===== src/rtl/pipeline_hazard_ctrl.sv =====
// pipeline_hazard_ctrl: sequencing controller for a 5-stage RISC-V pipeline.
// Drives the PC and IF/ID write enables, the IF/ID flush and the ID-stage
// bubble request. It handles load-use stalls, taken-branch flushes, start-up
// from idle, and the end-of-program drain that comes before o_finish.
// Optional feature: define PIPE_HAZARD_PERF_EN to add saturating performance
// counters (o_cyc_cnt, o_stall_cnt, o_flush_cnt, each CNT_W bits wide).
module pipeline_hazard_ctrl #(
  parameter int unsigned DRAIN_CYCLES = 3,  // legal 1..15
  parameter int unsigned CNT_W        = 32
) (
  input  logic       i_clk,
  input  logic       i_rst_n,
  input  logic       i_start,
  input  logic       i_id_valid,
  input  logic [6:0] i_id_opcode,
  input  logic [4:0] i_id_rs1,
  input  logic [4:0] i_id_rs2,
  input  logic       i_ex_memRead,
  input  logic [4:0] i_ex_rd,
  input  logic       i_ex_branch_taken,
  output logic       o_pc_we,
  output logic       o_pc_sel,
  output logic       o_ifid_we,
  output logic       o_ifid_flush,
  output logic       o_nop,
  output logic       o_busy,
  output logic       o_finish
`ifdef PIPE_HAZARD_PERF_EN
  ,
  output logic [CNT_W-1:0] o_cyc_cnt,
  output logic [CNT_W-1:0] o_stall_cnt,
  output logic [CNT_W-1:0] o_flush_cnt
`endif
);

  localparam logic [6:0] OP_LD      = 7'b0000011;
  localparam logic [6:0] OP_SD      = 7'b0100011;
  localparam logic [6:0] OP_BRANCH  = 7'b1100011;
  localparam logic [6:0] OP_ALU_IMM = 7'b0010011;
  localparam logic [6:0] OP_ALU     = 7'b0110011;
  localparam logic [6:0] OP_DONE    = 7'b1111111;

  // Counter value loaded on DONE accept. It reaches zero in the last DRAIN
  // cycle, so o_finish rises DRAIN_CYCLES edges after the accept edge.
  localparam logic [3:0] DRAIN_LOAD = 4'(DRAIN_CYCLES - 1);

  typedef enum logic [1:0] {
    ST_IDLE  = 2'd0,
    ST_RUN   = 2'd1,
    ST_DRAIN = 2'd2,
    ST_HALT  = 2'd3
  } state_e;

  state_e     state_q, state_d;
  logic [3:0] drain_cnt_q, drain_cnt_d;
  logic       finish_q, finish_d;

  logic uses_rs1;
  logic uses_rs2;
  logic load_use;
  logic stall_cyc;
  logic flush_cyc;

  // Decide which source registers the ID instruction reads, then detect a
  // load-use dependency on the load currently in EX.
  // NOTE: every signal assigned in an always_comb gets a default value first,
  // so no path through the block can leave it unassigned and infer a latch.
  always_comb begin
    uses_rs1 = 1'b0;
    uses_rs2 = 1'b0;
    case (i_id_opcode)
      OP_LD, OP_ALU_IMM:    uses_rs1 = 1'b1;
      OP_SD, OP_BRANCH, OP_ALU: begin
        uses_rs1 = 1'b1;
        uses_rs2 = 1'b1;
      end
      default: ;
    endcase
    load_use = i_id_valid && i_ex_memRead && (i_ex_rd != 5'd0) &&
               ((uses_rs1 && (i_ex_rd == i_id_rs1)) ||
                (uses_rs2 && (i_ex_rd == i_id_rs2)));
  end

  // Next-state logic and pipeline control outputs, which are combinational
  // from the current state and the inputs.
  always_comb begin
    state_d      = state_q;
    drain_cnt_d  = drain_cnt_q;
    finish_d     = finish_q;
    o_pc_we      = 1'b0;
    o_pc_sel     = 1'b0;
    o_ifid_we    = 1'b0;
    o_ifid_flush = 1'b0;
    o_nop        = 1'b1;
    stall_cyc    = 1'b0;
    flush_cyc    = 1'b0;

    case (state_q)
      ST_IDLE: begin
        if (i_start) state_d = ST_RUN;
      end

      ST_RUN: begin
        if (i_ex_branch_taken) begin
          // A taken branch squashes whatever sits in ID, including a DONE
          // or an instruction that would otherwise stall.
          o_pc_we      = 1'b1;
          o_pc_sel     = 1'b1;
          o_ifid_we    = 1'b1;
          o_ifid_flush = 1'b1;
          flush_cyc    = 1'b1;
        end else if (load_use) begin
          // Hold PC and IF/ID for one cycle and insert a bubble. On the next
          // cycle the load is in MEM, so the hazard is gone.
          stall_cyc = 1'b1;
        end else if (i_id_valid && (i_id_opcode == OP_DONE)) begin
          // DONE goes to the control unit exactly once. Fetch then freezes.
          o_nop       = 1'b0;
          drain_cnt_d = DRAIN_LOAD;
          state_d     = ST_DRAIN;
        end else begin
          o_pc_we   = 1'b1;
          o_ifid_we = 1'b1;
          o_nop     = 1'b0;
        end
      end

      ST_DRAIN: begin
        // Branches are ignored here: every instruction older than DONE has
        // already left EX.
        if (drain_cnt_q == 4'd0) begin
          state_d  = ST_HALT;
          finish_d = 1'b1;
        end else begin
          drain_cnt_d = drain_cnt_q - 4'd1;
        end
      end

      ST_HALT: ;

      default: state_d = ST_IDLE;
    endcase
  end

  assign o_busy   = (state_q == ST_RUN) || (state_q == ST_DRAIN);
  assign o_finish = finish_q;

  // State, drain counter and sticky finish flag.
  // NOTE: sequential blocks use non-blocking assignments only. Every flop then
  // samples values from before the edge, so the result does not depend on
  // the order in which blocks are evaluated.
  always_ff @(posedge i_clk or negedge i_rst_n) begin
    if (!i_rst_n) begin
      state_q     <= ST_IDLE;
      drain_cnt_q <= 4'd0;
      finish_q    <= 1'b0;
    end else begin
      state_q     <= state_d;
      drain_cnt_q <= drain_cnt_d;
      finish_q    <= finish_d;
    end
  end

`ifdef PIPE_HAZARD_PERF_EN
  localparam logic [CNT_W-1:0] CNT_MAX = '1;

  logic [CNT_W-1:0] cyc_cnt_q, cyc_cnt_d;
  logic [CNT_W-1:0] stall_cnt_q, stall_cnt_d;
  logic [CNT_W-1:0] flush_cnt_q, flush_cnt_d;

  // Saturating event counters. They are cleared only by reset.
  always_comb begin
    cyc_cnt_d   = cyc_cnt_q;
    stall_cnt_d = stall_cnt_q;
    flush_cnt_d = flush_cnt_q;
    if (o_busy && (cyc_cnt_q != CNT_MAX))       cyc_cnt_d   = cyc_cnt_q + 1'b1;
    if (stall_cyc && (stall_cnt_q != CNT_MAX))  stall_cnt_d = stall_cnt_q + 1'b1;
    if (flush_cyc && (flush_cnt_q != CNT_MAX))  flush_cnt_d = flush_cnt_q + 1'b1;
  end

  // Performance counter registers.
  always_ff @(posedge i_clk or negedge i_rst_n) begin
    if (!i_rst_n) begin
      cyc_cnt_q   <= '0;
      stall_cnt_q <= '0;
      flush_cnt_q <= '0;
    end else begin
      cyc_cnt_q   <= cyc_cnt_d;
      stall_cnt_q <= stall_cnt_d;
      flush_cnt_q <= flush_cnt_d;
    end
  end

  assign o_cyc_cnt   = cyc_cnt_q;
  assign o_stall_cnt = stall_cnt_q;
  assign o_flush_cnt = flush_cnt_q;
`endif

endmodule


===== config.mk =====
export PLATFORM = sky130hd
export DESIGN_NAME = pipeline_hazard_ctrl
export DESIGN_NICKNAME = d
export VERILOG_FILES = /design/src/rtl/pipeline_hazard_ctrl.sv
export SDC_FILE = /design/constraint.sdc
export NUM_CORES = 1
export LEC_CHECK = 0
export CAP_MARGIN = 20
export CORE_AREA = 4 4 41 43
export DETAILED_ROUTE_END_ITERATION = 10
export DIE_AREA = 0 0 45 47
export DONT_BUFFER_PORTS = 1
export MAX_ROUTING_LAYER = met4
export PLACE_DENSITY = 0.68
export SLEW_MARGIN = 20
export SYNTH_ARGS = -nofsm -noshare
export SYNTH_HDL_FRONTEND = slang
export SYNTH_SLANG_ARGS = --single-unit

===== constraint.sdc =====
create_clock -name i_clk -period 6.5 [get_ports i_clk]
set_input_delay 1.95 -clock i_clk [delete_from_list [all_inputs] [get_ports i_clk]]
set_output_delay 1.95 -clock i_clk [all_outputs]
set_load 0.05 [all_outputs]

==> summary.md <==
| Metric | Value |
|---|---|
| Setup violators final | `0` |
| Setup Crit Path Kind | `input pin to output port` |
| Mean area per synthesized cell | `8.66 um2` |
| Fmax | `198 MHz` |
| Max cap viols | `0` |
| CTS resizes | `0` |
| CP max stage cell | `o31a_1` |
| Routability cong. | `0.763` |
| RSZ-0062 raised after global routing | `no` |
| Vias | `603` |
| Crit-path max cell delay | `300 ps` |
| Setup TNS Final | `0 ps` |
| Cell area after synthesis | `676 um2` |
| Via density | `6.22` |
| Worst-Margin Slew | `820 ps` |
| Crit start category | `input pin` |
| CP Max Fanout | `3` |
| Final Critical Period | `5040 ps` |
| HP Start | `drain_cnt_q[3]` |
| Longest Clk Path Bufs | `2` |
| Gr usage total | `0.133` |
| Worst vdd ir | `0.214 mV` |
| Std cell rows | `13` |
| Cell Area, Placed | `694 um2` |
| Post-route ant nets | `0` |
| CTS H-tree lvls | `1` |
| Port Buffer Count | `0` |
| First-pass GRT wire length | `2040 um` |
| Synth area leaders | `dfrtp_1 26%, xor2_1 13%, ha_1 11%` |
| Final hold vios | `0` |
| Core Util, Final | `0.554` |
| Synth Instances | `78` |
| Rel. slew slack | `0.453` |
| Hold_buf cts | `0` |
| Post-synth top area share | `0.259` |
| Leak | `0.340 nW` |
| Initial core utilization | `0.519` |
| Post-route DRC violation count | `0` |
| TritonCTS clock tree | `built` |
| Share of cells above drive strength 1 | `0.122` |
| CTS sink cnt | `7` |
| Die ar. | `2120 um2` |
| GR Overflow Total | `0` |
| Syn. warnings | `0` |
| Top cell type by total area after synthesis | `dfrtp_1` |
| Worst-path clk slew | `50 ps` |
| DP HPWL | `1160 um` |
| Synthesis-stage register bit count | `7` |
| P&R area growth vs syn | `6.67%` |
| Critical Path Sink Type | `output port` |
| I/O Pins | `35` |
| Critical R2R Launch | `drain_cnt_q[0]` |
| Post-CTS Setup Bufs | `0` |
| Die span in x | `45 um` |
| Diodes inserted | `0` |
| Total clock buffers created by CTS | `3` |
| Clk root buf | `clkbuf_4` |
| Critical path arrival | `3090 ps` |
| PD cells | `353 nW/um2` |
| Number of library cell types mapped by synthesis | `31` |
| Die H | `47 um` |
| DR pass1 iterations | `4` |
| # fillers | `131` |
| FF-to-FF End | `state_q[1]` |
| Core area | `1300 um2` |
| Required time of the critical path | `4550 ps` |
| Post-Syn Nets | `112` |
| Class of the worst hold path | `flip-flop to flip-flop` |
| Design area | `721 um2` |
| Final wirelength | `1330 um` |
| Max-slew violations | `0` |
| R2r setup slk | `4730 ps` |
| Period Utilization, post-route | `0.775` |
| Hold EP | `drain_cnt_q[3]` |
| DRT iter0 DRCs | `16` |
| Outcome | `finished clean` |
| Via count of the first global-routing pass | `527` |
| FF-to-FF path depth | `6` |
| Routed len/inst | `13.7 um` |
| Crit-path cells | `xor2_1 -> nor4_1 -> a32oi_1 -> o31a_1 -> buf_4` |
| Hold depth | `1` |
| Maximum number of pins on one net before global-route repair | `9` |
| Initial antenna violation count | `0` |
| Final Skew | `3.32 ps` |
| Sequential area share after synthesis | `0.259` |
| Clk Latency, worst-skew pair | `240 ps` |
| Final nets | `117` |
| Hold WS | `547 ps` |
## synthesized netlist by cell type
cell and instances:
o31ai_1 1, a221o_1 1, nor4_1 2, and4_1 1
nor2_1 4, buf_4 2, a2111oi_2 1, a32oi_1 1
o2111ai_1 1, nor3_1 2, xor2_1 10, o41ai_1 1
nand3_1 3, a41o_2 1, inv_1 10, a21oi_1 2
nand2b_1 3, nand2_1 5, mux2_2 1, a32o_1 1
o21ai_0 2, a31oi_1 2, nand4_1 1, o211ai_1 1
o31a_1 1, a2bb2oi_1 1, and3_1 2, nor3b_2 1
dfrtp_1 7, nand2_2 1, ha_1 6
## worst max-delay path: cells and delay by family
kind                      cells  cell delay, ps
AOI/OAI and AO/OA             2             470
and+or+nand+nor               1             290
xor gates and xnor gates      1             140
buffers and inverters         1             230
## metal layers
layer | track usage | part of all wire
met5 | - | 0
met4 | 0.0351 | 0
met3 | 0.0307 | 0.11
met2 | 0.240 | 0.49
met1 | 0.145 | 0.40
## kinds of logic (layout without fill, tap and decap cells)
| logic type | count (synthesis) | count (layout) | synth area share |
|---|---|---|---|
| xor+xnor | 10 | 10 | 0.130 |
| compound gates | 17 | 17 | 0.204 |
| buf+inv | 12 | 16 | 0.0778 |
| simple gates | 25 | 25 | 0.202 |
| fa+ha+maj | 6 | 6 | 0.111 |
| mux | 1 | 1 | 0.0167 |
| flops | 7 | 7 | 0.259 |
## stage by stage
step                      std cells  worst slack [ps]  total power, mW
after global routing             97              1350            0.272
after global placement           93              1460            0.216
final                            97              1460            0.254
after floorplan                  78              1200            0.204
after detailed placement         93              1450            0.218
after CTS                        97              1450            0.256
## registers in the layout, summed over array words and instances, names as in the netlist
name         cells
drain_cnt_q      4
o_finish         1
state_q          2
## layout make-up
class                   instances  area (um2)  share of cell area
multi-input cells              59         448               0.622
inverters                      10        37.5              0.0521
clock buffers                   4        26.3              0.0365
repair buffers                  2        15.0              0.0208
well taps                      15        18.8              0.0260
flip-flops and latches          7         175               0.243
## where the power goes
group,switching [mW],internal [mW],total (mW)
Clock,0.0134,0.0233,0.0367
Sequential,0.0171,0.0518,0.0689
Combinational,0.106,0.0426,0.149
Total,0.137,0.118,0.254
## cells in the final DEF, fill, tap and decap left out, drive strengths merged, types with 3 or more instances in the layout
master / Yosys / final
inv: 10 / 10
nand3: 3 / 3
xor2: 10 / 10
clkbuf: 0 / 4
nor2: 4 / 4
nand2: 6 / 6
ha: 6 / 6
dfrtp: 7 / 7
nand2b: 3 / 3
## worst max path at each step
stage               slack, ps            from        end
floorplan                1200  i_id_opcode[4]      o_nop
global placement         1460  i_id_opcode[4]  o_ifid_we
detailed placement       1450  i_id_opcode[4]    o_pc_we
CTS                      1450  i_id_opcode[4]    o_pc_we
global route             1350      i_ex_rd[2]  o_ifid_we
finish                   1460      i_ex_rd[2]    o_pc_we
Power figures use the tool's default switching activity.
